===== config.mk =====
export PLATFORM = sky130hd
export DESIGN_NAME = particle_trajectory
export DESIGN_NICKNAME = d
export VERILOG_FILES = /design/src/rtl/variable_pkg.sv /design/src/rtl/particle_box_overlap.sv /design/src/rtl/particle_trajectory.sv
export SDC_FILE = /design/constraint.sdc
export NUM_CORES = 1
export LEC_CHECK = 0
export CORE_MARGIN = 8
export CORE_UTILIZATION = 25
export CTS_BUF_LIST = sky130_fd_sc_hd__clkbuf_2 sky130_fd_sc_hd__clkbuf_4 sky130_fd_sc_hd__clkbuf_8
export DETAILED_ROUTE_END_ITERATION = 8
export HOLD_SLACK_MARGIN = 0.1
export MAX_ROUTING_LAYER = met4
export PLACE_DENSITY_LB_ADDON = 0.2
export SYNTH_ARGS = -nofsm -noshare
export SYNTH_HDL_FRONTEND = slang
export SYNTH_HIERARCHICAL = 1
export SYNTH_SLANG_ARGS = --single-unit

===== constraint.sdc =====
create_clock -name clk60MHz -period 5.82 [get_ports clk60MHz]
set_input_delay 0.582 -clock clk60MHz [delete_from_list [all_inputs] [get_ports clk60MHz]]
set_output_delay 0.582 -clock clk60MHz [all_outputs]
set_load 0.05 [all_outputs]

===== src/rtl/variable_pkg.sv =====
// Shared game constants and types for the particle path: player encoding,
// particle size, spawn/ground defaults and the trajectory FSM states.
package variable_pkg;

  localparam logic PLAYER_1 = 1'b0;
  localparam logic PLAYER_2 = 1'b1;

  localparam int PARTICLE_WIDTH  = 16;
  localparam int PARTICLE_HEIGHT = 16;

  localparam int START_X1_DEF   = 64;
  localparam int START_X2_DEF   = 900;
  localparam int START_Y_DEF    = 600;
  localparam int GROUND_Y_DEF   = 700;
  localparam int SCREEN_W_DEF   = 1024;
  localparam int GRAVITY_DEF    = 1;
  localparam int TARGET_W_DEF   = 64;
  localparam int TARGET_H_DEF   = 64;
  localparam int MAX_FRAMES_DEF = 255;

  typedef enum logic [1:0] {IDLE, ARMED, FLY, DONE} particle_state_t;

  // Clamp a wide intermediate into the 13-bit signed coordinate range so a
  // long flight off the top of the screen cannot wrap back into view.
  function automatic logic signed [12:0] sat13(input logic signed [15:0] v);
    if (v > 16'sd4095) begin
      return 13'h0FFF;
    end else if (v < -16'sd4096) begin
      return 13'h1000;
    end else begin
      return v[12:0];
    end
  endfunction

endpackage


===== src/rtl/particle_box_overlap.sv =====
// Combinational axis-aligned box overlap: box A at signed (a_x, a_y) of size
// AW x AH against box B at unsigned (b_x, b_y) of size BW x BH.
module particle_box_overlap #(
  parameter int AW = 16,
  parameter int AH = 16,
  parameter int BW = 64,
  parameter int BH = 64
) (
  input  logic signed [12:0] a_x,
  input  logic signed [12:0] a_y,
  input  logic        [11:0] b_x,
  input  logic        [11:0] b_y,
  output logic               overlap
);

  localparam logic signed [15:0] AW16 = 16'(AW);
  localparam logic signed [15:0] AH16 = 16'(AH);
  localparam logic signed [15:0] BW16 = 16'(BW);
  localparam logic signed [15:0] BH16 = 16'(BH);

  logic signed [15:0] ax, ay, bx, by;

  assign ax = {{3{a_x[12]}}, a_x};
  assign ay = {{3{a_y[12]}}, a_y};
  assign bx = {4'd0, b_x};
  assign by = {4'd0, b_y};

  // Half-open intervals: touching edges do not count as overlap.
  assign overlap = (ax < bx + BW16) && (bx < ax + AW16) &&
                   (ay < by + BH16) && (by < ay + AH16);

endmodule


===== src/rtl/particle_trajectory.sv =====
// Ballistic projectile position source for the particle renderer; the
// position advances once per frame tick and the flight ends in a hit/miss pulse.
module particle_trajectory
  import variable_pkg::*;
#(
  parameter int START_X1   = START_X1_DEF,
  parameter int START_X2   = START_X2_DEF,
  parameter int START_Y    = START_Y_DEF,
  parameter int GROUND_Y   = GROUND_Y_DEF,
  parameter int SCREEN_W   = SCREEN_W_DEF,
  parameter int GRAVITY    = GRAVITY_DEF,
  parameter int TARGET_W   = TARGET_W_DEF,
  parameter int TARGET_H   = TARGET_H_DEF,
  parameter int MAX_FRAMES = MAX_FRAMES_DEF
) (
  input  logic        clk60MHz,
  input  logic        rst,
  input  logic        vblnk,
  input  logic        turn,
  input  logic        launch,
  input  logic [5:0]  vx_init,
  input  logic [6:0]  vy_init,
  input  logic [11:0] target_x,
  input  logic [11:0] target_y,
  output logic [11:0] xpos_particle,
  output logic [11:0] ypos_particle,
  output logic        busy,
  output logic        hit,
  output logic        miss
);

  localparam logic signed [12:0] SPAWN_X1  = 13'(START_X1);
  localparam logic signed [12:0] SPAWN_X2  = 13'(START_X2);
  localparam logic signed [12:0] SPAWN_Y   = 13'(START_Y);
  localparam logic signed [15:0] GROUND_S  = 16'(GROUND_Y);
  localparam logic signed [15:0] HEIGHT_S  = 16'(PARTICLE_HEIGHT);
  localparam logic signed [12:0] X_MAX     = 13'(SCREEN_W - PARTICLE_WIDTH);
  localparam logic signed [8:0]  GRAV_S    = 9'(GRAVITY);
  localparam logic        [7:0]  FRAME_END = 8'(MAX_FRAMES);

  particle_state_t    state_q, state_d;
  logic               vblnk_d_q;
  logic               turn_q, turn_d;
  logic [5:0]         vx_q, vx_d;
  logic signed [8:0]  vy_q, vy_d;
  logic signed [12:0] x_q, x_d;
  logic signed [12:0] y_q, y_d;
  logic [7:0]         frames_q, frames_d;
  logic               busy_q, busy_d;
  logic               hit_q, hit_d;
  logic               miss_q, miss_d;

  logic               tick;
  logic signed [12:0] spawn_x;
  logic signed [15:0] x_sum, y_sum, y_bottom;
  logic signed [12:0] x_new, y_new;
  logic signed [8:0]  vy_new;
  logic [7:0]         frames_new;
  logic               on_target, out_of_play;

  assign tick    = vblnk & ~vblnk_d_q;
  assign spawn_x = (turn == PLAYER_2) ? SPAWN_X2 : SPAWN_X1;

  // Candidate next-frame values; committed only on a FLY tick.
  assign x_sum = (turn_q == PLAYER_2) ? ({{3{x_q[12]}}, x_q} - {10'd0, vx_q})
                                      : ({{3{x_q[12]}}, x_q} + {10'd0, vx_q});
  assign y_sum      = {{3{y_q[12]}}, y_q} - {{7{vy_q[8]}}, vy_q};
  assign x_new      = sat13(x_sum);
  assign y_new      = sat13(y_sum);
  assign vy_new     = vy_q - GRAV_S;
  assign frames_new = frames_q + 8'd1;
  assign y_bottom   = {{3{y_new[12]}}, y_new} + HEIGHT_S;

  particle_box_overlap #(
    .AW(PARTICLE_WIDTH),
    .AH(PARTICLE_HEIGHT),
    .BW(TARGET_W),
    .BH(TARGET_H)
  ) u_overlap (
    .a_x    (x_new),
    .a_y    (y_new),
    .b_x    (target_x),
    .b_y    (target_y),
    .overlap(on_target)
  );

  assign out_of_play = (y_bottom >= GROUND_S) || x_new[12] || (x_new > X_MAX) ||
                       (frames_new == FRAME_END);

  always_comb begin
    state_d  = state_q;
    turn_d   = turn_q;
    vx_d     = vx_q;
    vy_d     = vy_q;
    x_d      = x_q;
    y_d      = y_q;
    frames_d = frames_q;
    busy_d   = busy_q;
    hit_d    = 1'b0;
    miss_d   = 1'b0;
    case (state_q)
      IDLE: begin
        x_d = spawn_x;
        y_d = SPAWN_Y;
        if (launch) begin
          state_d  = ARMED;
          busy_d   = 1'b1;
          turn_d   = turn;
          vx_d     = vx_init;
          vy_d     = {2'b00, vy_init};
          frames_d = 8'd0;
        end
      end
      ARMED: begin
        if (tick) begin
          state_d = FLY;
        end
      end
      FLY: begin
        if (tick) begin
          x_d      = x_new;
          y_d      = y_new;
          vy_d     = vy_new;
          frames_d = frames_new;
          if (on_target) begin
            hit_d   = 1'b1;
            state_d = DONE;
          end else if (out_of_play) begin
            miss_d  = 1'b1;
            state_d = DONE;
          end
        end
      end
      DONE: begin
        state_d = IDLE;
        busy_d  = 1'b0;
        x_d     = spawn_x;
        y_d     = SPAWN_Y;
      end
      default: state_d = IDLE;
    endcase
  end

  always_ff @(posedge clk60MHz) begin
    if (rst) begin
      state_q   <= IDLE;
      vblnk_d_q <= 1'b0;
      turn_q    <= PLAYER_1;
      vx_q      <= '0;
      vy_q      <= '0;
      x_q       <= SPAWN_X1;
      y_q       <= SPAWN_Y;
      frames_q  <= '0;
      busy_q    <= 1'b0;
      hit_q     <= 1'b0;
      miss_q    <= 1'b0;
    end else begin
      state_q   <= state_d;
      vblnk_d_q <= vblnk;
      turn_q    <= turn_d;
      vx_q      <= vx_d;
      vy_q      <= vy_d;
      x_q       <= x_d;
      y_q       <= y_d;
      frames_q  <= frames_d;
      busy_q    <= busy_d;
      hit_q     <= hit_d;
      miss_q    <= miss_d;
    end
  end

  assign xpos_particle = x_q[11:0];
  assign ypos_particle = y_q[12] ? 12'd0 : y_q[11:0];
  assign busy          = busy_q;
  assign hit           = hit_q;
  assign miss          = miss_q;

endmodule


-- Word level (Yosys, flattened, before mapping)
Index checks and enable logic that the tools add are counted.
- register bits after elaboration: 56
- bits of input ports: 42
- output and inout bits: 27
- $add $sub $neg: 10
- magnitude comparators: 10
- equal/unequal tests: 8
- mux-type cells: 27
- bitwise gates (word level): 4
- reductions and logical operators: 18
- operators by type and width (operator ; count):
    13-bit two-way mux ; 6
    13-bit one-hot mux with 2 select lines ; 2
    13-bit by 6-bit adder with 14-bit output, second input constant ; 3
    13-bit by 16-bit less-than comparator with 1-bit output ; 2
    13-bit by 14-bit less-than comparator with 1-bit output ; 2
    12-bit by 7-bit adder with 13-bit output, second input constant ; 2
    9-bit two-way mux ; 2
    9-bit one-hot mux with 2 select lines ; 1
    16-bit by 13-bit greater-than comparator with 1-bit output, second input constant ; 1
    16-bit by 13-bit less-than comparator with 1-bit output, second input constant ; 1
    16-bit two-way mux ; 1
    8-bit two-way mux ; 2
    8-bit one-hot mux with 2 select lines ; 1
    13-bit by 7-bit adder with 14-bit output ; 1
    14-bit by 11-bit >= comparator with 1-bit output, second input constant ; 1
    14-bit by 13-bit greater-than comparator with 1-bit output, second input constant ; 1
    14-bit by 13-bit less-than comparator with 1-bit output, second input constant ; 1
    13-bit by 7-bit subtractor with 14-bit output ; 1
    13-bit by 9-bit subtractor with 14-bit output ; 1
    13-bit by 11-bit greater-than comparator with 1-bit output, second input constant ; 1
    12-bit two-way mux ; 1
    10-bit two-way mux ; 1
    2-bit two-way mux ; 5
    9-bit by 2-bit subtractor with 9-bit output, second input constant ; 1
    other kinds (21) ; 36

-- Logic depth before layout (Yosys ltp)
Gate-level depths: netlist of the first run.
- depth after elaboration: 13
- gate-level depth with buffers: 29
- depth with buffers taken out: 27

-- Modules after synthesis
The synthesis of the first run kept the hierarchy.
- by module, submodules not included (module ; instances ; cells an instance ; area each (sq um)):
    particle_trajectory ; 1 ; 560 ; 4355.4
    particle_box_overlap ; 1 ; 192 ; 1472.7

-- Least setup slack after synthesis of the first run
Ideal clock, no wire load.
- path type: reg2reg
- from: reg turn_q
- to: reg state_q[1]
- setup time: 72 ps
- arrival: 5824 ps
- path slack: -75 ps
- cell stages (with the launch flop): 27
- path buffers: 2
- clock period less this slack: 5895 ps
- cell sequence: dfxtp_1 > clkbuf_1 > mux2_2 > fa_1 > nand2b_1 > a21oi_2 > a2bb2oi_2 > a221o_1 > or2_1 > nand2_1 > a311o_2 > buf_2 > o21ai_0 > nand3_1 > nor2_2 > nand4_1 > xor2_1 > ha_1 > a21oi_1 > o21ai_1 > a2111o_1 > a21oi_2 > nor3_1 > nor4_2 > nor2_1 > a31oi_2 > mux2i_1
- cells in the longest elaborated chain, start to end: 12
- RTL lines (what ; line ; source):
    start, declared ; particle_trajectory.sv:43 ; logic turn_q, turn_d;
    start signal, assigned ; particle_trajectory.sv:160 ; turn_q <= turn_d;
    16-bit two-way mux (*) ; particle_trajectory.sv:65 ; assign x_sum = (turn_q == PLAYER_2) ? ({{3{x_q[12]}}, x_q} - {10'd0, vx_q})
    16-bit by 13-bit less-than comparator with 1-bit output ; variable_pkg.sv:28 ; end else if (v < -16'sd4096) begin
    13-bit two-way mux ; variable_pkg.sv:28 ;
    13-bit two-way mux (*) ; variable_pkg.sv:26 ; if (v > 16'sd4095) begin
    net x_new[7] ; particle_trajectory.sv:56 ; logic signed [12:0] x_new, y_new;
    13-bit by 6-bit adder with 14-bit output ; particle_box_overlap.sv:29 ; assign overlap = (ax < bx + BW16) && (bx < ax + AW16) &&
    13-bit by 16-bit less-than comparator with 1-bit output ; particle_box_overlap.sv:29 ;
    1-bit logical AND (*) (2 in series) ; particle_box_overlap.sv:29 ;
    1-bit logical AND (*) ; particle_box_overlap.sv:30 ; (ay < by + BH16) && (by < ay + AH16);
    net on_target ; particle_trajectory.sv:59 ; logic on_target, out_of_play;
    2-bit two-way mux ; particle_trajectory.sv:125 ; if (on_target) begin
    2-bit two-way mux ; particle_trajectory.sv:120 ; if (tick) begin
    2-bit one-hot mux with 4 select lines ; particle_trajectory.sv:101 ; case (state_q)
    end signal, assigned ; particle_trajectory.sv:158 ; state_q <= state_d;
    end, declared ; particle_trajectory.sv:41 ; particle_state_t state_q, state_d;
Mark *: on every way through the listed nets, which the timed path passes. The rest lies on a longest branch. The select of a mux whose other input is x is not followed.
A chain may end at the register's enable or synchronous reset.

-- Worst setup path after layout of the first run
- from: reg vx_q[0]
- to: reg state_q[1]
- cells in the longest elaborated chain, start to end: 13
- RTL lines (what ; line ; source):
    start, declared ; particle_trajectory.sv:44 ; logic [5:0] vx_q, vx_d;
    start signal, assigned ; particle_trajectory.sv:161 ; vx_q <= vx_d;
    13-bit by 7-bit adder with 14-bit output / 13-bit by 7-bit subtractor with 14-bit output (equally long branches) ; particle_trajectory.sv:66, particle_trajectory.sv:65 ;
    16-bit two-way mux (*) ; particle_trajectory.sv:65 ;
    16-bit by 13-bit less-than comparator with 1-bit output ; variable_pkg.sv:28 ;
    13-bit two-way mux ; variable_pkg.sv:28 ;
    13-bit two-way mux (*) ; variable_pkg.sv:26 ;
    net x_new[6] ; particle_trajectory.sv:56 ;
    13-bit by 6-bit adder with 14-bit output ; particle_box_overlap.sv:29 ;
    13-bit by 16-bit less-than comparator with 1-bit output ; particle_box_overlap.sv:29 ;
    1-bit logical AND (*) (2 in series) ; particle_box_overlap.sv:29 ;
    1-bit logical AND (*) ; particle_box_overlap.sv:30 ;
    net on_target ; particle_trajectory.sv:59 ;
    2-bit two-way mux ; particle_trajectory.sv:125 ;
    2-bit two-way mux ; particle_trajectory.sv:120 ;
    2-bit one-hot mux with 4 select lines ; particle_trajectory.sv:101 ;
Marked as above.

==> flow_summary_export.csv, run 1 <==
group,metric,value,unit
outcome,outcome,"completed",
timing,tightest_slew,1030,ps
synthesis,synth_top_family_by_area,"compound AO/OA/AOI/OAI gates",
synthesis,synth_cell_types,79,
synthesis,netlist_instances,752,
clock_tree,cts_tree,"built",
timing,layout_setup_ws,244,ps
global_routing,grt_max_degree,57,
synthesis,avgSynthCellArea,7.75,µm²
synthesis,synth_most_common_cell,"ha_1",
run,drv_cap,0,
placed_design,post-place-ws,-286,ps
route,drc,0,
worst_setup_path,critPathKind,"flop to flop",
timing,setup_viol,0,
cells_and_area,nNetsFinal,959,
floorplan,rows,56,
synthesis,syn_area,5830,µm²
route,routed_via_density,4.83,
worst_setup_path,crit_arrival,5840,ps
synthesis,ys_async_sr_fraction,0,%
route,drt_iter0_markers,296,
worst_setup_path,worst-endpoint-required,6080,ps
worst_setup_path,cp_max_fo,5,
synthesis,synth-simple-area-share,20.1,%
floorplan,die_height,169,µm
clock_tree,clkTransAtPathRegs,110,ps
placed_design,gp_congestion,0.831,
clock_tree,ctsHoldBuffers,0,
timing,period_minus_slack,5580,ps
global_routing,grt_pass1_wl,28700,µm
placed_design,dp_hpwl,13900,µm
global_routing,grt_pass1_vias,5414,
placed_design,placed_area,6940,µm²
clock_tree,clock_latency,350,ps
global_routing,grt_overflow_total,0,
synthesis,synth_compound_area_share,26.7,%
clock_tree,cts_buffer_depth,2,
cells_and_area,drive_gt1_share,12.1,%
timing,fmax,0.179,GHz
cells_and_area,diodes,0,
synthesis,yosys_warnings,6,
route,wl_per_cell,15.5,µm
clock_tree,cts-root-buf,"clkbuf_8",
timing,fin_crit_sh,95.8,%
min_path,hold_path.class,"flop to flop",
timing,rsz0062_at_grt,"true",
cells_and_area,num-fill-cells,2478,
cells_and_area,area_delta_synth_final,24.5,%
synthesis,yosysSeqAreaShare,19.2,%
floorplan,die_w,169,µm
synthesis,synth_top_area_share,19.2,%
global_routing,antenna_found_initial,0,
placed_design,port_buffers,68,
synthesis,synth_edf_count,0,
timing,finalHoldViolCount,0,
worst_setup_path,end_kind,"flop",
synthesis,synthTopCellsByCount,"84 x ha_1, 69 x nor2_1, 58 x a21oi_1",
route,finalWirelength,17800,µm
clock_tree,cts_buffers,5,
cells_and_area,final_area,7260,µm²
floorplan,num_io_pins,69,
floorplan,fp.dieArea,28500,µm²
cells_and_area,postLayoutCoreUtil,31.3,%
synthesis,synth_nets,880,
timing,hold_slack,485,ps
synthesis,synthTopCellsByArea,"dfxtp_1 19%, ha_1 18%, a21oi_1 5.0%",
synthesis,yosysTopAreaCell,"dfxtp_1",
synthesis,dominantRegCellSynth,"dfxtp_1",
timing,fin_skew,21.8,ps
route,ant_nets,0,
timing,finalMaxSlewViolations,0,
clock_tree,cts.sink_count,56,
synthesis,synthAdderAreaFrac,19.8,%
route,firstDrtPassIters,5,
timing,max-slew-margin-rel,31.5,%
global_routing,grt.total_usage,12.7,%
synthesis,synthXorXnorAreaFrac,7.06,%
worst_setup_path,crit_path_start_kind,"flop",
floorplan,start_util,25.1,%
route,vias,5565,
clock_tree,htreeDepth,2,
synthesis,synth.ff_latch_count,56,
synthesis,synthMuxAreaShare,0.537,%
floorplan,core-area,23200,µm²
cells in the final DEF, fill, tap and decap left out, types with 25 or more instances in the layout:
cell             synthesis  layout
a21oi_1                 58      57
buf_4                   12      40
clkdlybuf4s50_1          0      67
dfxtp_1                 56      51
ha_1                    84      81
inv_1                   52      52
nand2_1                 49      48
nand3_1                 28      27
nor2_1                  69      66
o21ai_0                 41      36
xnor2_1                 26      25
through the flow:
stage,setup TNS (ps),instances
after floorplan,0,752
after global placement,-29.4,1131
after detailed placement,-508,1131
after CTS,0,1142
after global routing,-161,1151
final,0,1151
worst max-delay path: stages (launching register included):
cell and delay [ps]:
dfxtp_4 390, inv_1 50, ha_1 270, mux2_2 290, inv_1 70, ha_1 210
nor2b_1 140, o2111ai_1 220, and3_1 250, or3_1 160, a21bo_2 150, and3b_1 200
a311o_2 450, o21ai_2 200, nand3_2 100, nor2_2 130, nand4_1 120, xor2_1 180
ha_1 330, a21oi_1 140, o21ai_1 100, a2111o_1 300, a21oi_2 110, nor3_1 90
nor4_2 330, nor2_1 90, a31oi_2 210, mux2i_1 200
final cells by class:
class | instances | area [µm²] | area share (%)
multi-input cells | 608 | 4460 | 61.4
flip-flops and latches | 56 | 1140 | 15.7
repair buffers | 108 | 976 | 13.4
well taps | 319 | 399 | 5.50
inverters | 52 | 195 | 2.69
clock buffers | 5 | 68.8 | 0.948
clock inverters | 3 | 21.3 | 0.293
per-layer routing:
| metal | vias up | global-route usage, % | part of all wire, % |
|---|---|---|---|
| li1 | 2868 | - | - |
| met1 | 2588 | 16.9 | 50 |
| met2 | 99 | 20.2 | 46 |
| met3 | 10 | 1.79 | 3.3 |
| met4 | 0 | 2.33 | 1.1 |
| met5 | - | - | 0 |
registers in the layout, indices dropped and copies added, names as in the netlist:
register,count
turn_q,1
vx_q,6
state_q,2
y_q,13
vblnk_d_q,1
x_q,13
miss,1
busy,1
hit,1
vy_q,9
frames_q,8
worst paths after layout:
check        slack [ps]  depth (start not counted)          end   startpoint
max                 240                         27   state_q[1]      vx_q[0]
max reg2reg         240                         27   state_q[1]      vx_q[0]
min                 490                          2  frames_q[5]  frames_q[5]
min reg2reg         490                          2  frames_q[5]  frames_q[5]
cells by family after synthesis:
kind of cell    Yosys count
compound gates          227
xor+xnor                 47
fa+ha+maj                92
buf+inv                  89
flops                    56
mux                       3
simple gates            238
repair_timing:
action	CTS	global route
resized for setup	5	31
setup buffers	2	9
cloned	1	0
endpoints found under the setup margin	3	4
pin swaps	3	17
endpoints found under the hold margin	0	0
Power of run 1 is not shown: default switching activity piles up to over one toggle a cycle in this logic, so the estimate is an artifact.
==> inputs of run 2 (changes only) <==
--- a/config.mk
+++ b/config.mk
@@ -8,10 +8,11 @@
 export CORE_MARGIN = 8
 export CORE_UTILIZATION = 25
 export CTS_BUF_LIST = sky130_fd_sc_hd__clkbuf_2 sky130_fd_sc_hd__clkbuf_4 sky130_fd_sc_hd__clkbuf_8
+export CTS_CLUSTER_DIAMETER = 30
 export DETAILED_ROUTE_END_ITERATION = 8
 export HOLD_SLACK_MARGIN = 0.1
 export MAX_ROUTING_LAYER = met4
-export PLACE_DENSITY_LB_ADDON = 0.2
+export PLACE_DENSITY = 0.4
 export SYNTH_ARGS = -nofsm -noshare
 export SYNTH_HDL_FRONTEND = slang
 export SYNTH_HIERARCHICAL = 1
==> run 2 against run 1 <==
Effect of this change:
- maximum frequency increased by 0.60%
- highest routed layer unchanged
- largest cell class unchanged
- via count decreased by 0.65%
- worst hold slack improved by 7.3 ps
- global-route usage increased by 0.14 points
- count of clock-buffer cells in the layout unchanged
- worst setup slack improved by 33 ps
==> flow_summary_export.csv, run 2 (synthesis results as in run 1) <==
group,metric,value,unit
worst_setup_path,critPathKind,"flop to flop",
worst_setup_path,reg2reg_depth,28,
route,routed-wl-met3,442,µm
timing,finalHoldViolCount,0,
route,drt_iter0_markers,290,
worst_setup_path,r2r-end,"state_q[1]",
clock_tree,clock_latency,350,ps
outcome,outcome,"completed",
timing,tightest_slew,998,ps
cells_and_area,top_regs,"x_q x13, y_q x13, vy_q x9",
cells_and_area,num-fill-cells,2508,
cells_and_area,nNetsFinal,962,
run,drv_cap,0,
clock_tree,cts-root-buf,"clkbuf_8",
route,wl_per_cell,15.7,µm
global_routing,grt_pass1_vias,5205,
route,routed_via_density,4.79,
worst_setup_path,crit_path_start_kind,"flop",
cells_and_area,final_common_cell,"ha_1",
floorplan,rows,56,
timing,layout_setup_ws,277,ps
worst_setup_path,r2r_start,"vx_q[2]",
placed_design,dp_hpwl,14300,µm
min_path,hold_path.class,"flop to flop",
route,dr.max_layer_used,"met4",
placed_design,place_inst,1132,
clock_tree,cts_tree,"built",
cells_and_area,final_cell_mix,"80 x ha_1, 67 x clkdlybuf4s50_1, 65 x nor2_1, 57 x a21oi_1, 52 x inv_1",
route,met2_length,8100,µm
worst_setup_path,ff2ff_setup_slack,280,ps
cells_and_area,drive_gt1_share,13.1,%
cells_and_area,area_delta_synth_final,25.4,%
worst_setup_path,cp_max_fo,7,
timing,fin_crit_sh,95.2,%
floorplan,core-area,23200,µm²
placed_design,port_buffers,68,
timing,setup_viol,0,
clock_tree,ctsHoldBuffers,0,
timing,period_minus_slack,5540,ps
route,firstDrtPassIters,4,
worst_setup_path,cp-startpoint,"vx_q[2]",
floorplan,die_height,169,µm
clock_tree,cts.sink_count,56,
route,vias,5529,
route,ant_nets,0,
cells_and_area,regArea,1130,µm²
worst_setup_path,crit_arrival,5810,ps
floorplan,start_util,25.1,%
cells_and_area,stdcell_count,1154,
worst_setup_path,end_kind,"flop",
worst_setup_path,critPathTopFamily,"compound AO/OA/AOI/OAI gates",
route,drc,0,
worst_setup_path,cp_slowest_cell,"a311o_2",
global_routing,grt_overflow_total,0,
global_routing,grt_max_degree,57,
route,finalWirelength,18200,µm
floorplan,num_io_pins,69,
min_path,worstHoldPathCells,2,
floorplan,fp.dieArea,28500,µm²
worst_setup_path,critical_path_cell_count,28,
min_path,hold_end,"frames_q[5]",
timing,fmax,0.180,GHz
timing,finalMaxSlewViolations,0,
clock_tree,htreeDepth,2,
worst_setup_path,worst-endpoint-required,6090,ps
cells_and_area,diodes,0,
clock_tree,cts_buffer_depth,2,
timing,fin_skew,28.6,ps
clock_tree,clkTransAtPathRegs,120,ps
worst_setup_path,slowest_delay,490,ps
global_routing,grt.total_usage,12.8,%
clock_tree,cts_buffers,5,
global_routing,antenna_found_initial,0,
timing,max-slew-margin-rel,33.4,%
min_path,min_from,"frames_q[5]",
global_routing,grt_pass1_wl,28600,µm
cells_and_area,multi_input_area,4460,µm²
placed_design,gp_congestion,0.850,
floorplan,die_w,169,µm
placed_design,post-place-ws,-118,ps
worst_setup_path,cp.buffers_inverters,3,
route,drt-met1-wl,9360,µm
timing,hold_slack,492,ps
## run 2: cell count changes in the layout (fill, tap and decap cells not counted), sizes merged
cell	previous run	this run
a311o	2	1
buf	41	45
## run 2: layer usage
metal  track usage, %  up-vias
met5                -        -
met4             2.87        0
met3             1.96       11
met2             19.7       76
met1             17.4     2566
li1                 -     2876
## run 2: worst max path at each step
stage                            end
after floorplan           state_q[1]
after CTS                 state_q[1]
final                     state_q[1]
after detailed placement  state_q[1]
after global routing      state_q[1]
after global placement    state_q[1]
## run 2: cell type report
cell class	count	share of cell area (%)
Sequential cell	56	15.5
Clock inverter	3	0.291
Inverter	52	2.67
Tap cell	319	5.46
Clock buffer	5	0.941
Multi-Input combinational cell	607	61.0
Timing Repair Buffer	112	14.2
## run 2: tightest hold or removal path: stages, from the launching register on
cell and delay, ps:
dfxtp_1 330, o21ai_0 70, a21oi_1 60
## run 2: what timing repair did
item / CTS / global route
setup buffers: 1 / 13
resized for setup: 0 / 46
setup endpoints to repair: 2 / 4
pin swaps: 2 / 15
## run 2: through the flow
stage               util, %  setup TNS [ps]  area, µm²
floorplan                 -               0       5830
global placement       29.9               0       6940
detailed placement     29.9            -149       6940
CTS                    30.4               0       7040
global route           31.5           -58.7       7310
finish                 31.5               0       7310
Power of run 2 is left out for the same reason.
